### config.mk
export PLATFORM = sky130hd
export DESIGN_NAME = ad7606_ctrl_flat
export DESIGN_NICKNAME = d
export VERILOG_FILES = /design/src/rtl/ad7606_ctrl_if.sv /design/src/rtl/ad7606_ctrl.sv /design/src/flat_wrapper.sv
export SDC_FILE = /design/constraint.sdc
export NUM_CORES = 1
export LEC_CHECK = 0
export CORE_MARGIN = 2
export CORE_UTILIZATION = 54
export DETAILED_ROUTE_END_ITERATION = 7
export GPL_ROUTABILITY_DRIVEN = 1
export PLACE_DENSITY = 0.95
export SYNTH_ARGS = -nofsm -noshare
export SYNTH_HDL_FRONTEND = slang
export SYNTH_SLANG_ARGS = --single-unit
### constraint.sdc
create_clock -name clk50 -period 6.67 [get_ports clk50]
set_input_delay 1.0005 -clock clk50 [delete_from_list [all_inputs] [get_ports clk50]]
set_output_delay 1.0005 -clock clk50 [all_outputs]
set_load 0.005 [all_outputs]
### src/rtl/ad7606_ctrl_if.sv
// AD7606 parallel bus plus the downstream indexed sample stream.
// master = controller side, slave = ADC / consumer side.
interface ad7606_ctrl_if;
  logic        sample_in;
  logic [15:0] ad_data;
  logic        ad_busy;
  logic        ad_frstdata;
  logic        ad_reset;
  logic        ad_convst;
  logic        ad_cs_n;
  logic        ad_rd_n;
  logic [2:0]  ad_os;
  logic [15:0] ch_data;
  logic [2:0]  ch_idx;
  logic        ch_valid;
  logic        frame_done;
  logic        overrun;
  logic        err;

  modport master (
    input  sample_in, ad_data, ad_busy, ad_frstdata,
    output ad_reset, ad_convst, ad_cs_n, ad_rd_n, ad_os,
           ch_data, ch_idx, ch_valid, frame_done, overrun, err
  );

  modport slave (
    output sample_in, ad_data, ad_busy, ad_frstdata,
    input  ad_reset, ad_convst, ad_cs_n, ad_rd_n, ad_os,
           ch_data, ch_idx, ch_valid, frame_done, overrun, err
  );
endinterface

### src/rtl/ad7606_ctrl.sv
// AD7606 conversion/readout controller: CONVST on sample edge, wait BUSY,
// read 8 words over CS#/RD#, emit indexed single-cycle-valid samples.
module ad7606_ctrl #(
  parameter int         RST_CYC      = 5,
  parameter int         CONV_LOW_CYC = 2,
  parameter int         RD_LOW_CYC   = 2,
  parameter int         RD_HIGH_CYC  = 2,
  parameter int         BUSY_TO      = 255,
  parameter logic [2:0] OS_RATIO     = 3'b000
) (
  input  logic          clk50,
  input  logic          rst_n,
  ad7606_ctrl_if.master bus
);
  // Sum of all cycle limits bounds every individual one, so no count wraps.
  localparam int CW = $clog2(RST_CYC + CONV_LOW_CYC + RD_LOW_CYC + RD_HIGH_CYC + BUSY_TO + 1);

  typedef enum logic [2:0] {AD_RST, IDLE, CONV, WAIT_BH, WAIT_BL, RD_L, RD_H} state_t;

  state_t        state;
  logic [CW-1:0] cnt;
  logic [2:0]    wcnt;
  logic [1:0]    smp_s, bsy_s, frst_s;
  logic          smp_prev;
  logic          smp_edge, busy, frst;

  assign smp_edge = smp_s[1] & ~smp_prev;
  assign busy     = bsy_s[1];
  assign frst     = frst_s[1];
  assign bus.ad_os = OS_RATIO;

  always_ff @(posedge clk50 or negedge rst_n) begin
    if (!rst_n) begin
      smp_s    <= '0;
      bsy_s    <= '0;
      frst_s   <= '0;
      smp_prev <= 1'b0;
    end else begin
      smp_s    <= {smp_s[0], bus.sample_in};
      bsy_s    <= {bsy_s[0], bus.ad_busy};
      frst_s   <= {frst_s[0], bus.ad_frstdata};
      smp_prev <= smp_s[1];
    end
  end

  always_ff @(posedge clk50 or negedge rst_n) begin
    if (!rst_n) begin
      state          <= AD_RST;
      cnt            <= '0;
      wcnt           <= '0;
      bus.ad_reset   <= 1'b1;
      bus.ad_convst  <= 1'b1;
      bus.ad_cs_n    <= 1'b1;
      bus.ad_rd_n    <= 1'b1;
      bus.ch_data    <= '0;
      bus.ch_idx     <= '0;
      bus.ch_valid   <= 1'b0;
      bus.frame_done <= 1'b0;
      bus.overrun    <= 1'b0;
      bus.err        <= 1'b0;
    end else begin
      bus.ch_valid   <= 1'b0;
      bus.frame_done <= 1'b0;
      bus.err        <= 1'b0;
      // Requests are never queued: any edge outside IDLE is dropped and flagged.
      bus.overrun    <= smp_edge && (state != IDLE) && (state != AD_RST);
      case (state)
        AD_RST: begin
          if (cnt == CW'(RST_CYC - 1)) begin
            bus.ad_reset <= 1'b0;
            cnt          <= '0;
            state        <= IDLE;
          end else cnt <= cnt + 1'b1;
        end
        IDLE: begin
          cnt <= '0;
          if (smp_edge) begin
            bus.ad_convst <= 1'b0;
            state         <= CONV;
          end
        end
        CONV: begin
          if (cnt == CW'(CONV_LOW_CYC - 1)) begin
            bus.ad_convst <= 1'b1;
            cnt           <= '0;
            state         <= WAIT_BH;
          end else cnt <= cnt + 1'b1;
        end
        WAIT_BH: begin
          if (busy) begin
            cnt   <= '0;
            state <= WAIT_BL;
          end else if (cnt == CW'(BUSY_TO - 1)) begin
            bus.err <= 1'b1;
            cnt     <= '0;
            state   <= IDLE;
          end else cnt <= cnt + 1'b1;
        end
        WAIT_BL: begin
          if (!busy) begin
            cnt         <= '0;
            wcnt        <= '0;
            bus.ad_cs_n <= 1'b0;
            bus.ad_rd_n <= 1'b0;
            state       <= RD_L;
          end else if (cnt == CW'(BUSY_TO - 1)) begin
            bus.err <= 1'b1;
            cnt     <= '0;
            state   <= IDLE;
          end else cnt <= cnt + 1'b1;
        end
        RD_L: begin
          if (cnt == CW'(RD_LOW_CYC - 1)) begin
            bus.ch_data    <= bus.ad_data;
            bus.ch_idx     <= wcnt;
            bus.ch_valid   <= 1'b1;
            bus.frame_done <= (wcnt == 3'd7);
            // FRSTDATA high only on the first word of the frame.
            bus.err        <= (wcnt == 3'd0) ? ~frst : frst;
            bus.ad_rd_n    <= 1'b1;
            cnt            <= '0;
            state          <= RD_H;
          end else cnt <= cnt + 1'b1;
        end
        RD_H: begin
          if (cnt == CW'(RD_HIGH_CYC - 1)) begin
            cnt <= '0;
            if (wcnt == 3'd7) begin
              bus.ad_cs_n <= 1'b1;
              state       <= IDLE;
            end else begin
              wcnt        <= wcnt + 1'b1;
              bus.ad_rd_n <= 1'b0;
              state       <= RD_L;
            end
          end else cnt <= cnt + 1'b1;
        end
        default: state <= IDLE;
      endcase
    end
  end
endmodule

### src/flat_wrapper.sv
// flat-port wrapper written by rule: the top's interface ports become plain ports
module ad7606_ctrl_flat 
#(
  parameter int         RST_CYC      = 5,
  parameter int         CONV_LOW_CYC = 2,
  parameter int         RD_LOW_CYC   = 2,
  parameter int         RD_HIGH_CYC  = 2,
  parameter int         BUSY_TO      = 255,
  parameter logic [2:0] OS_RATIO     = 3'b000
)
  (clk50, rst_n, bus_sample_in, bus_ad_data, bus_ad_busy, bus_ad_frstdata, bus_ad_reset, bus_ad_convst, bus_ad_cs_n, bus_ad_rd_n, bus_ad_os, bus_ch_data, bus_ch_idx, bus_ch_valid, bus_frame_done, bus_overrun, bus_err);
  ad7606_ctrl_if bus_i ();
  input  logic clk50;
  input  logic rst_n;
  input wire logic [$bits(bus_i.sample_in)-1:0] bus_sample_in;
  input wire logic [$bits(bus_i.ad_data)-1:0] bus_ad_data;
  input wire logic [$bits(bus_i.ad_busy)-1:0] bus_ad_busy;
  input wire logic [$bits(bus_i.ad_frstdata)-1:0] bus_ad_frstdata;
  output wire logic [$bits(bus_i.ad_reset)-1:0] bus_ad_reset;
  output wire logic [$bits(bus_i.ad_convst)-1:0] bus_ad_convst;
  output wire logic [$bits(bus_i.ad_cs_n)-1:0] bus_ad_cs_n;
  output wire logic [$bits(bus_i.ad_rd_n)-1:0] bus_ad_rd_n;
  output wire logic [$bits(bus_i.ad_os)-1:0] bus_ad_os;
  output wire logic [$bits(bus_i.ch_data)-1:0] bus_ch_data;
  output wire logic [$bits(bus_i.ch_idx)-1:0] bus_ch_idx;
  output wire logic [$bits(bus_i.ch_valid)-1:0] bus_ch_valid;
  output wire logic [$bits(bus_i.frame_done)-1:0] bus_frame_done;
  output wire logic [$bits(bus_i.overrun)-1:0] bus_overrun;
  output wire logic [$bits(bus_i.err)-1:0] bus_err;
  assign bus_i.sample_in = bus_sample_in;
  assign bus_i.ad_data = bus_ad_data;
  assign bus_i.ad_busy = bus_ad_busy;
  assign bus_i.ad_frstdata = bus_ad_frstdata;
  assign bus_ad_reset = bus_i.ad_reset;
  assign bus_ad_convst = bus_i.ad_convst;
  assign bus_ad_cs_n = bus_i.ad_cs_n;
  assign bus_ad_rd_n = bus_i.ad_rd_n;
  assign bus_ad_os = bus_i.ad_os;
  assign bus_ch_data = bus_i.ch_data;
  assign bus_ch_idx = bus_i.ch_idx;
  assign bus_ch_valid = bus_i.ch_valid;
  assign bus_frame_done = bus_i.frame_done;
  assign bus_overrun = bus_i.overrun;
  assign bus_err = bus_i.err;
  ad7606_ctrl #(.RST_CYC(RST_CYC), .CONV_LOW_CYC(CONV_LOW_CYC), .RD_LOW_CYC(RD_LOW_CYC), .RD_HIGH_CYC(RD_HIGH_CYC), .BUSY_TO(BUSY_TO), .OS_RATIO(OS_RATIO)) u_core (.clk50(clk50), .rst_n(rst_n), .bus(bus_i));
endmodule
; Word level (Yosys, flattened, before mapping)
; Cells that the tools add are included.
[totals]
elab_cells = 98
out_inout_bits = 30
input_bits = 21
regBits = 49
[op_classes]
n_mux = 40
eq_ne = 19
reduce_logical = 17
bitwise = 3
n_addsub = 2
[op_table]
columns = cell, n
row1 = two-way mux 9 bit, 5
row2 = one-hot mux 9 bit (5 select lines), 1
row3 = two-way mux 3 bit, 12
row4 = one-hot mux 3 bit (7 select lines), 1
row5 = two-way mux 1 bit, 16
row6 = "== test 3 bit, second input constant", 4
row7 = "!= test 2 x 1 -> 1 bit, second input constant", 6
row8 = AND reduction 5 bit, 2
row9 = "adder 9 x 1 -> 9 bit, second input constant", 1
row10 = "== test 9 x 1 -> 1 bit, second input constant", 1
row11 = "== test 9 x 3 -> 1 bit, second input constant", 1
row12 = "== test 9 x 8 -> 1 bit, second input constant", 1
row13 = AND reduction 4 bit, 2
row14 = "== test 3 x 2 -> 1 bit, second input constant", 2
row15 = zero test 3 bit, 2
row16 = one-hot mux 1 bit (3 select lines), 2
row17 = one-hot mux 3 bit (2 select lines), 1
row18 = nonzero test 3 bit, 2
row19 = nonzero test 5 bit, 1
row20 = "!= test 2 bit, second input constant", 2
row21 = one-hot mux 1 bit (2 select lines), 2
row22 = AND reduction 2 bit, 2
row23 = nonzero test 2 bit, 2
row24 = "adder 3 x 1 -> 3 bit, second input constant", 1
row25 = other kinds (7), 9

; Logic depth before layout (Yosys ltp)
[logic_depth]
depth_word = 4
mapped_depth = 8

; Worst setup path after synthesis
; OpenSTA, ideal clock, no wires.
[synth_path]
kind = reg2reg
from = register u_core.cnt[1]
to = register u_core.bus.ch_data[0] (netlist name)
arrival_ns = 2.117
t_required_ns = 6.543
period_less_slack_ns = 2.245
setup_ns = 0.127
slack_ns = 4.425
path_stages_with_launch = 8
cell_sequence = dfrtp_1 > inv_1 > ha_1 > or3b_2 > or3_4 > nor2_8 > buf_6 > mux2_1
[synth_via]
elab_chain_len = 2
[synth_rtl]
columns = element, line
row1 = start: declaration, ad7606_ctrl.sv:21  ; logic [CW-1:0] cnt;
row2 = start signal: assignment, ad7606_ctrl.sv:73  ; end else cnt <= cnt + 1'b1;
row3 = start signal: assignment, ad7606_ctrl.sv:87  ; end else cnt <= cnt + 1'b1;
row4 = start signal: assignment, ad7606_ctrl.sv:97  ; end else cnt <= cnt + 1'b1;
row5 = == test 9 x 1 -> 1 bit, ad7606_ctrl.sv:113  ; if (cnt == CW'(RD_LOW_CYC - 1)) begin
row6 = AND reduction 2 bit (no source line), --
row7 = end signal: assignment, ad7606_ctrl.sv:114  ; bus.ch_data <= bus.ad_data;
row8 = end: declaration, ad7606_ctrl_if.sv:23  ; ch_data, ch_idx, ch_valid, frame_done, overrun, err
; Every way passes these cells.
; A chain may end at the register's enable or synchronous reset.

; Final worst setup path
[layout_path]
from = register u_core.cnt[1]
to = register u_core.bus.ch_data[5] (netlist name)
; The elaborated chain is that of the path after synthesis.

==> results.md <==
- Total core area: 4058 um2
- Sw Share: 35.16%
- Sw Pwr: 0.3325 mW
- Worst min-delay path endpoint: u_core.frst_s[1]
- HPWL Detailed: 3391 um
- Hold WS: 360.5 ps
- Synth async-reset ratio: 100.0%
- Port bufs: 47
- Num CTS Buffers: 5
- Dpl cells: 288
- Global-route wire length before repair: 8183 um
- Post-route insts no fill: 296
- Worst Tran Pin Value: 1044 ps
- TNS Setup: 0 ps
- Filler instances: 268
- Critical Path RT: 6860 ps
- Status: completed
- Worst min path class: reg -> reg
- Reg-to-reg critical path endpoint: u_core.bus.ch_data[5]
- Pint: 0.6133 mW
- Chip width: 69.60 um
- Commonest cells post-synth: dfrtp_1, mux2_1, nor2_1, nand2_1
- Antenna Cells: 0
- Buffers from clock root to sink, at most: 2
- Crit path arrival time: 2640 ps
- Initial Util: 57.26%
- Top post-synthesis cells by area: dfrtp_1, mux2_1, dfstp_2
- CP endpoint kind: register
- Clk pwr share: 18.4%
- Power share of the sequential group: 45.2%
- Leakage: 1.243 nW
- # Max-Cap Violations: 0
- Synth cell types: 49
- Mapped Avg Cell Area: 11.56 um2
- Synthesized flop and latch total: 49
- RR Startpoint: u_core.cnt[1]
- Fraction of the yosys area taken by sequential cells: 52.99%
- Fmax: 408.1 MHz
- Synthesis-to-layout area growth: 23.37%
- Max Slew Vio Count: 0
- Worst hold path startpoint: u_core.frst_s[0]
- Reg2Reg Setup Slack: 4220 ps
- Die Height: 69.60 um
- Post-synth top area share: 48.47%
- Crit path kind: reg -> reg
- Main flop type after synthesis: dfrtp_1
- CTS tree: built
- Residual DRC: 0
- Vias in the first global route: 1695
- Fin crit period: 2450 ps
- CTS Root Cell: clkbuf_8
- Pin count of the biggest net entering global routing: 50
- CTS Hold Bufs: 0
- Final setup violation count: 0
- Vias per inst: 5.818
- Avg WL per Cell: 15.88 um
- R2R depth: 6
- Slew margin rel.: 30.37%
- Pre-antenna DRT Iters: 4
- Clock transition at path regs: 90 ps
- Number of synthesized flops with an enable pin: 0
- Remaining antenna violation count: 0
- Hold Fails Final Rpt: 0
- Synth Instances: 201
- Grt ovf: 0
- IO Pins: 51
- Wirelength, routed: 4699 um
- Total GRT Usage: 21.42%
- NumNets Final: 273
- Mapped Area: 2323 um2
- PostCTS Resize Cnt: 0
- Worst ir drop on vdd: 192.4 uV
- Dominant cell type by area after synthesis: dfrtp_1
- Skew final: 9.783 ps
- RSZ-0062 raised after global routing: false
- Worst-Skew Late Latency: 310 ps
- Yosys warnings: 0
- Crit start category: register
- CP Max Fanout: 22
- Setup Buffers After CTS: 0
- Die ar.: 4843 um2
- Worst hold stages: 0
- 1st-iter DRT viols: 128
- Overall power: 0.9458 mW
- CTS sink cnt: 49
- Pwr dens: 329.9 nW/um2
- Final core occ: 70.64%
- Comb pwr share: 36.4%
- Count leader, synth: dfrtp_1
- Initial antenna violation count: 0
- Row count: 23
- # H-tree levels: 2
- Via Count: 1722
- Fraction of layout instances using a drive strength above 1: 8.130%
- Final Cycle Share: 36.74%
- GP Congestion: 0.8329
[logic make-up after synthesis]
group / count (synthesis) / synth area share [%]
AOI/OAI and AO/OA: 39 / 11.95
buffers and inverters: 19 / 4.523
DFF: 49 / 52.99
other: 1 / 0.1614
muxes: 19 / 9.209
and+or+nand+nor: 60 / 14.75
xor gates and xnor gates: 7 / 2.639
adders and majority gates: 7 / 3.769
[power groups by stage]
stage                     Sequential [mW]  Combinational, mW  Clock, mW
after global routing                0.440              0.380      0.189
after CTS                           0.426              0.347      0.176
after floorplan                     0.401              0.229          0
final                               0.428              0.344      0.174
after detailed placement            0.432              0.345          0
after global placement              0.428              0.331          0
[worst max-delay path, stage by stage, from the launching register on]
cell and delay, ps:
dfrtp_1 440, inv_1 100, ha_1 130, or3b_2 490
or3_4 450, nor2_8 340, mux2_1 380
[cells in the final DEF, fill, tap and decap left out, types with 2 or more instances in the layout]
cell type        count
a21oi_1              6
a22o_1               4
a31oi_1              4
clkbuf_8             5
clkdlybuf4s50_1     46
conb_1               3
dfrtp_1             45
dfstp_2              4
ha_1                 7
inv_1                7
mux2_1              19
nand2_1             12
nand2b_1             4
nand3_1              4
nand3b_1             2
nand4_1              3
nor2_1              16
nor2b_1              4
nor3_1               3
nor3_2               2
nor4bb_1             2
o211ai_1             2
o21ai_0              6
o311ai_0             2
o31ai_1              3
or3_1                2
xnor2_1              4
xor2_1               3
[worst max-delay path by stage]
stage,from,endpoint,depth (start not counted)
finish,u_core.cnt[1],u_core.bus.ch_data[5],6
global route,u_core.cnt[1],u_core.bus.ch_data[5],6
CTS,u_core.cnt[1],u_core.bus.ch_data[5],6
detailed placement,u_core.cnt[1],u_core.bus.ch_data[5],6
global placement,u_core.cnt[1],u_core.bus.ch_data[4],6
floorplan,u_core.cnt[1],u_core.bus.ch_data[0],7
[layer usage]
layer | global-route usage (%) | up-vias | routed length [um]
met4 | 10.89 | 0 | 119
met2 | 34.19 | 70 | 2358
met5 | 0 | - | 0
met1 | 28.02 | 842 | 1945
li1 | - | 798 | -
met3 | 3.924 | 12 | 275
[registers in the layout (all words and copies together), names as in the netlist]
register,cells
u_core.bus.ch_data,16
u_core.cnt,9
u_core.bus.ch_idx,3
u_core.state,3
u_core.wcnt,3
u_core.bsy_s,2
u_core.frst_s,2
u_core.smp_s,2
u_core.bus.ad_convst,1
u_core.bus.ad_cs_n,1
u_core.bus.ad_rd_n,1
u_core.bus.ad_reset,1
u_core.bus.ch_valid,1
u_core.bus.err,1
u_core.bus.frame_done,1
u_core.bus.overrun,1
u_core.smp_prev,1
[per-stage QoR]
step                worst slack, ps  area (um2)
finish                         4220        2867
global route                   4119        2867
CTS                            4218        2867
detailed placement             4236        2780
global placement               4311        2780
floorplan                      4425        2331
[cell type report]
class	instances	area, um2	area share, %
Timing Repair Buffer	47	465.4	16.24
Sequential cell	49	1231	42.95
Tap cell	50	62.56	2.182
Clock buffer	6	72.57	2.532
Clock inverter	2	13.76	0.4801
Multi-Input combinational cell	135	994.7	34.70
Inverter	7	26.28	0.9166
No activity file was read; power rests on OpenSTA's default activity.
